**src/rtl/audio_event_sequencer.sv**
```systemverilog
// Turns edge-triggered game events into timed, prioritised, mutually exclusive
// audio request lines (hole > border > key) with one-deep queuing and a silent gap.
module audio_event_sequencer #(
  parameter int CLK_HZ    = 25_000_000,
  parameter int TICK_HZ   = 1000,
  parameter int KEY_MS    = 100,
  parameter int HOLE_MS   = 400,
  parameter int BORDER_MS = 150,
  parameter int GAP_MS    = 20
) (
  input  logic clk,
  input  logic resetN,
  input  logic enable,
  input  logic keyEvent,
  input  logic holeColEvent,
  input  logic borderColEvent,
  output logic keyAudioRequest,
  output logic holeColAudioRequest,
  output logic borderColAudioRequest,
  output logic busy
);

  localparam int DIV = CLK_HZ / TICK_HZ;
  localparam int PW  = $clog2(DIV);
  localparam logic [PW-1:0] PMAX = PW'(DIV - 1);
  localparam logic [15:0] KEY_LEN    = 16'(KEY_MS);
  localparam logic [15:0] HOLE_LEN   = 16'(HOLE_MS);
  localparam logic [15:0] BORDER_LEN = 16'(BORDER_MS);
  localparam logic [15:0] GAP_LEN    = 16'(GAP_MS);

  localparam logic [1:0] IDLE = 2'd0;
  localparam logic [1:0] PLAY = 2'd1;
  localparam logic [1:0] GAP  = 2'd2;

  // Sources are one-hot with bit index == priority: [2] hole, [1] border, [0] key,
  // so numeric comparison of two one-hot codes is a priority comparison.
  logic [2:0]    evIn, evReg, evPrev, trig;
  logic [1:0]    state, nState;
  logic [2:0]    cur, nCur, pend, nPend, trigTop, pendTop;
  logic [PW-1:0] presc;
  logic [15:0]   dur, loadVal;
  logic          load, tick, expire, busyR;

  function automatic logic [2:0] highest(input logic [2:0] v);
    if (v[2])      return 3'b100;
    else if (v[1]) return 3'b010;
    else if (v[0]) return 3'b001;
    else           return 3'b000;
  endfunction

  function automatic logic [15:0] lenOf(input logic [2:0] s);
    case (s)
      3'b100:  return HOLE_LEN;
      3'b010:  return BORDER_LEN;
      default: return KEY_LEN;
    endcase
  endfunction

  assign evIn    = {holeColEvent, borderColEvent, keyEvent};
  assign trig    = enable ? (evReg & ~evPrev) : 3'b000;
  assign tick    = (presc == PMAX);
  assign expire  = tick && (dur == 16'd1);
  assign trigTop = highest(trig);
  assign pendTop = highest(pend | trig);

  always_comb begin
    nState  = state;
    nCur    = cur;
    nPend   = pend | trig;
    load    = 1'b0;
    loadVal = GAP_LEN;
    case (state)
      IDLE: if (trig != 3'b000) begin
        nState = PLAY;
        nCur   = trigTop;
        load   = 1'b1;
      end
      PLAY: begin
        // Preemption wins over expiry in the same cycle.
        if (trig != 3'b000 && trigTop >= cur) begin
          nCur = trigTop;
          load = 1'b1;
        end else if (expire) begin
          if (nPend == 3'b000) begin
            nState = IDLE;
            nCur   = 3'b000;
          end else if (GAP_MS > 0) begin
            nState = GAP;
            nCur   = 3'b000;
            load   = 1'b1;
          end else begin
            nCur = pendTop;
            load = 1'b1;
          end
        end
      end
      GAP: if (expire) begin
        load   = (nPend != 3'b000);
        nState = load ? PLAY : IDLE;
        nCur   = pendTop;
      end
      default: begin
        nState = IDLE;
        nCur   = 3'b000;
      end
    endcase
    if (load && nState == PLAY) loadVal = lenOf(nCur);
    if (load) nPend = nPend & ~nCur;
    if (!enable) begin
      nState = IDLE;
      nCur   = 3'b000;
      nPend  = 3'b000;
      load   = 1'b0;
    end
  end

  always_ff @(posedge clk or negedge resetN) begin
    if (!resetN) begin
      evReg  <= '0;
      evPrev <= '0;
      state  <= IDLE;
      cur    <= '0;
      pend   <= '0;
      presc  <= '0;
      dur    <= '0;
      busyR  <= 1'b0;
    end else begin
      evReg  <= evIn;
      evPrev <= evReg;
      state  <= nState;
      cur    <= nCur;
      pend   <= nPend;
      busyR  <= (nState != IDLE);
      if (load) begin
        presc <= '0;
        dur   <= loadVal;
      end else if (nState == IDLE) begin
        presc <= '0;
        dur   <= '0;
      end else begin
        presc <= tick ? '0 : presc + 1'b1;
        if (tick) dur <= dur - 16'd1;
      end
    end
  end

  assign keyAudioRequest       = cur[0];
  assign borderColAudioRequest = cur[1];
  assign holeColAudioRequest   = cur[2];
  assign busy                  = busyR;

endmodule

```
**config.mk**
```make
export PLATFORM = sky130hd
export DESIGN_NAME = audio_event_sequencer
export DESIGN_NICKNAME = d
export VERILOG_FILES = /design/src/rtl/audio_event_sequencer.sv
export SDC_FILE = /design/constraint.sdc
export NUM_CORES = 1
export LEC_CHECK = 0
export ABC_AREA = 1
export CORE_MARGIN = 10
export CORE_UTILIZATION = 69
export DETAILED_ROUTE_END_ITERATION = 10
export DONT_BUFFER_PORTS = 1
export PLACE_DENSITY_LB_ADDON = 0.25
export SLEW_MARGIN = 10
export SYNTH_ARGS = -nofsm -noshare
export SYNTH_HDL_FRONTEND = slang
export SYNTH_SLANG_ARGS = --single-unit
```
**constraint.sdc**
```tcl
create_clock -name clk -period 4.3 [get_ports clk]
set_clock_uncertainty 0.15 [all_clocks]
set_input_delay 0.645 -clock clk [delete_from_list [all_inputs] [get_ports clk]]
set_output_delay 0.645 -clock clk [all_outputs]
set_load 0.02 [all_outputs]
```
==> key figures <==
Outcome
  – Status: complete, no violations

Clocking
  – CTS tree: built
  – Clock latency on the worst-skew pair: 0.30 ns
  – CTS Sinks: 46
  – H-Tree Level Count: 2
  – Reg clk slew, reported paths: 0.08 ns
  – CTS root buffer: clkbuf_8
  – CTS Buf Count: 5
  – Setup bufs post-CTS: 0
  – Clock tree buffer depth: 2

Synthesis
  – FF+latch count, synth: 46
  – Top-count cell post-synth: nand2_1
  – Number of flops mapped to enable cells by yosys: 0
  – Top FF cell, synth: dfrtp_1
  – Net Count, Synth: 406
  – Synthesis warning total: 0
  – Most frequent cells after synthesis: nand2_1, nor2_1, inv_1, dfrtp_1, nand3_1
  – Syn Area/Cell: roughly 7.5 µm²
  – Synthesized instance count: 394
  – Register area share after synthesis: 0.391
  – Mapped cell area: 2940 µm²
  – Yosys top cell by area: dfrtp_1
  – Cell variety after synth: 33
  – Post-synth ARST share: 1.00
  – Synth area leaders: dfrtp_1, nand2_1, nor2_1, inv_1, nand3_1
  – Yosys top cell area share: 0.391

Global route
  – First-pass GRT wire length: 10700 µm
  – Vias in the first global route: 2428
  – GR Layer Usage met3: 0.0421
  – Global-route usage over all layers: 0.175
  – Met2 Track Usage GR: 0.285
  – Largest net degree at the start of global routing: 47
  – Met1 usage: 0.218
  – Gr busiest metal: met2
  – Initial antenna violation count: 0
  – Gr ovfl total: 0

Layout
  – Area of the multi-input gates: 1530 µm²
  – ANT cells: 0
  – Filler cells: 300
  – Layout cells sized above 1: 0.103
  – Final Util: 0.761
  – Area growth syn-to-layout: 4.89%
  – Register area: approximately 1200 µm²
  – Final net count: 409
  – Non-filler cells, final: between 400 and 500

STA
  – Final Hold Fails: 0
  – Max Slew Vio Count: 0
  – Final setup violation count: 0
  – Fin crit share: 0.662
  – Slew at the pin with the worst max-slew slack: 0.453 ns
  – Setup TNS: 0 ns
  – Worst slew margin: 0.695
  – Setup ws final: 1.46 ns
  – Final min period: between 2 and 3 ns
  – Max Freq: 352 MHz
  – RSZ-0062 raised after global routing: no

Detailed routing
  – Pre-antenna DRT Iters: 5
  – Vias: about 2500
  – Post-route DRC: 0
  – Drt wl/cell: 13.3 µm
  – Drt initial violations: 190
  – Via density: between 5 and 6
  – Antenna viol nets, final: 0
  – Final wirelength: between 5000 and 6000 µm

Floorplanning
  – Cell Rows: 23
  – Core area: 4060 µm²
  – Die area: roughly 7300 µm²
  – Die height: 85.3 µm
  – Io pins: 10
  – Starting density of the core: 0.725
  – Die X: about 85 µm

Placed design
  – Post-Place Cells: 439
  – DP HPWL: 4450 µm
  – Place WS: around 1.2 ns
  – Port Buf Inserts: 0
  – Routability congestion estimate: about 0.91

Setup path
  – Biggest cell delay along the critical path: 0.37 ns
  – Crit path top cell by count: nand2_1
  – Crit-path cells: nand2_1, nor2_1, nand3_1, ha_1, nand3_1, nand3_1, nand2_2, nand3_1, nand2_1, nand2_1, nand2_1, nand2_1, nand2_2, nand2_4, nand3_4, inv_2, nand2_1, nor2_1
  – Buf/Inv on CP: 1
  – CP endpoint kind: register
  – Critical Path Fanout Max: 22
  – Startpoint types: register
  – CP arrival: 2.92 ns
  – Top delay family on crit path: simple AND/OR/NAND/NOR gates
  – Required @ worst endpoint: approximately 4.4 ns
  – Slowest stage cell on the critical path: dfrtp_1
  – WS Path Type: reg2reg

Power
  – Switching part of the total: 0.312
  – Int Pwr: 0.000700 W
  – Logic pwr share: 0.215
  – Part of the power in registers: 0.478
  – Pwr dens: 330 nW/µm²
  – Leakage power total: 1.51 nW
  – Clock share of power: 0.306
  – Net switching power: 0.000317 W
  – Worst vdd ir: 0.194 mV

Run
  – Max Cap Viol: 0

Min path
  – HP Class: in2async
-- power by group through the flow --
stage / Sequential, W / Clock [W] / Combinational (W)
2_1_floorplan: 0.000487 / 0 / 0.000177
4_1_cts: 0.000486 / 0.000316 / 0.000218
3_5_place_dp: 0.000494 / 0 / 0.000205
6_report: 0.000487 / 0.000312 / 0.000219
5_1_grt: 0.000489 / 0.000336 / 0.000249
3_3_place_gp: 0.000494 / 0 / 0.000197
-- final timing paths --
| path | slack (ns) | endpoint | startpoint | cells after the start |
|---|---|---|---|---|
| setup / recovery | 1.46 | presc[4] | evReg[0] | 18 |
| hold / removal | 0.03 | cur[0] | resetN | 1 |
| setup reg to reg | 1.46 | presc[4] | evReg[0] | 18 |
| hold reg to reg | 0.26 | evPrev[2] | evReg[2] | 0 |
| max in group asynchronous | 3.75 | dur[9] | resetN | 1 |
| min in group clk | 0.22 | evReg[2] | holeColEvent | 0 |
-- cell type report --
type	count	share of cell area
inverters	55	0.0669
clock inverters	1	0.00973
clock buffers	7	0.0247
multi-input cells	288	0.497
flip-flops and latches	46	0.373
repair buffers	1	0.00892
well taps	50	0.0203
-- cell families (layout without fill, tap and decap cells) --
family,after synthesis,count (layout),share of synthesized area
DFF,46,46,0.391
xor gates and xnor gates,17,17,0.0506
adders and majority gates,6,6,0.0255
AOI/OAI and AO/OA,25,25,0.0523
buffers and inverters,60,64,0.0880
and+or+nand+nor,240,240,0.392
-- flip-flops by register name (all words and copies together), names as in the netlist --
register / flops
evPrev: 3
state: 2
busy: 1
pend: 3
dur: 16
presc: 15
cur: 3
evReg: 3
-- layer usage --
metal / vias to the layer above / share of wire
met1: 1167 / 0.45
li1: 1253 / -
met4: 0 / 0.020
met3: 15 / 0.050
met2: 79 / 0.48
met5: - / 0
-- timing repair --
action	4_1_cts	5_1_grt
hold buffers	1	0
endpoints found under the setup margin	0	0
hold endpoints to repair	46	0
resized for setup	0	0
-- placed cells by master, fill, tap and decap left out, drive strengths merged --
cell type	instances
o21bai	1
o211ai	2
nor4	5
nand4	6
bufinv	1
buf	1
nand3	39
xor2	14
nand2	104
o21ai	8
a211oi	3
nor3	9
a21oi	8
inv	55
xnor2	3
o2111ai	2
dfrtp	46
ha	6
clkbuf	7
nor2	77
o21a	1
-- per-stage QoR --
stage                     cell area (µm²)  hold WS [ns]  power [W]
after detailed placement             2950         0.201   0.000699
after global routing                 3090        0.0381    0.00107
final                                3090        0.0334    0.00102
after global placement               2950         0.201   0.000691
after CTS                            3090        0.0436    0.00102
after floorplan                      2940         0.199   0.000664
-- worst reg2reg max path, stage by stage (launching register included) --
cell	delay, ns
dfrtp_1	0.37
nand2_1	0.06
nor2_1	0.22
nand3_1	0.17
ha_1	0.31
nand3_1	0.06
nand3_1	0.09
nand2_2	0.10
nand3_1	0.13
nand2_1	0.07
nand2_1	0.08
nand2_1	0.05
nand2_1	0.08
nand2_2	0.07
nand2_4	0.14
nand3_4	0.28
inv_2	0.20
nand2_1	0.06
nor2_1	0.08
(Power assumes the default switching activity.)
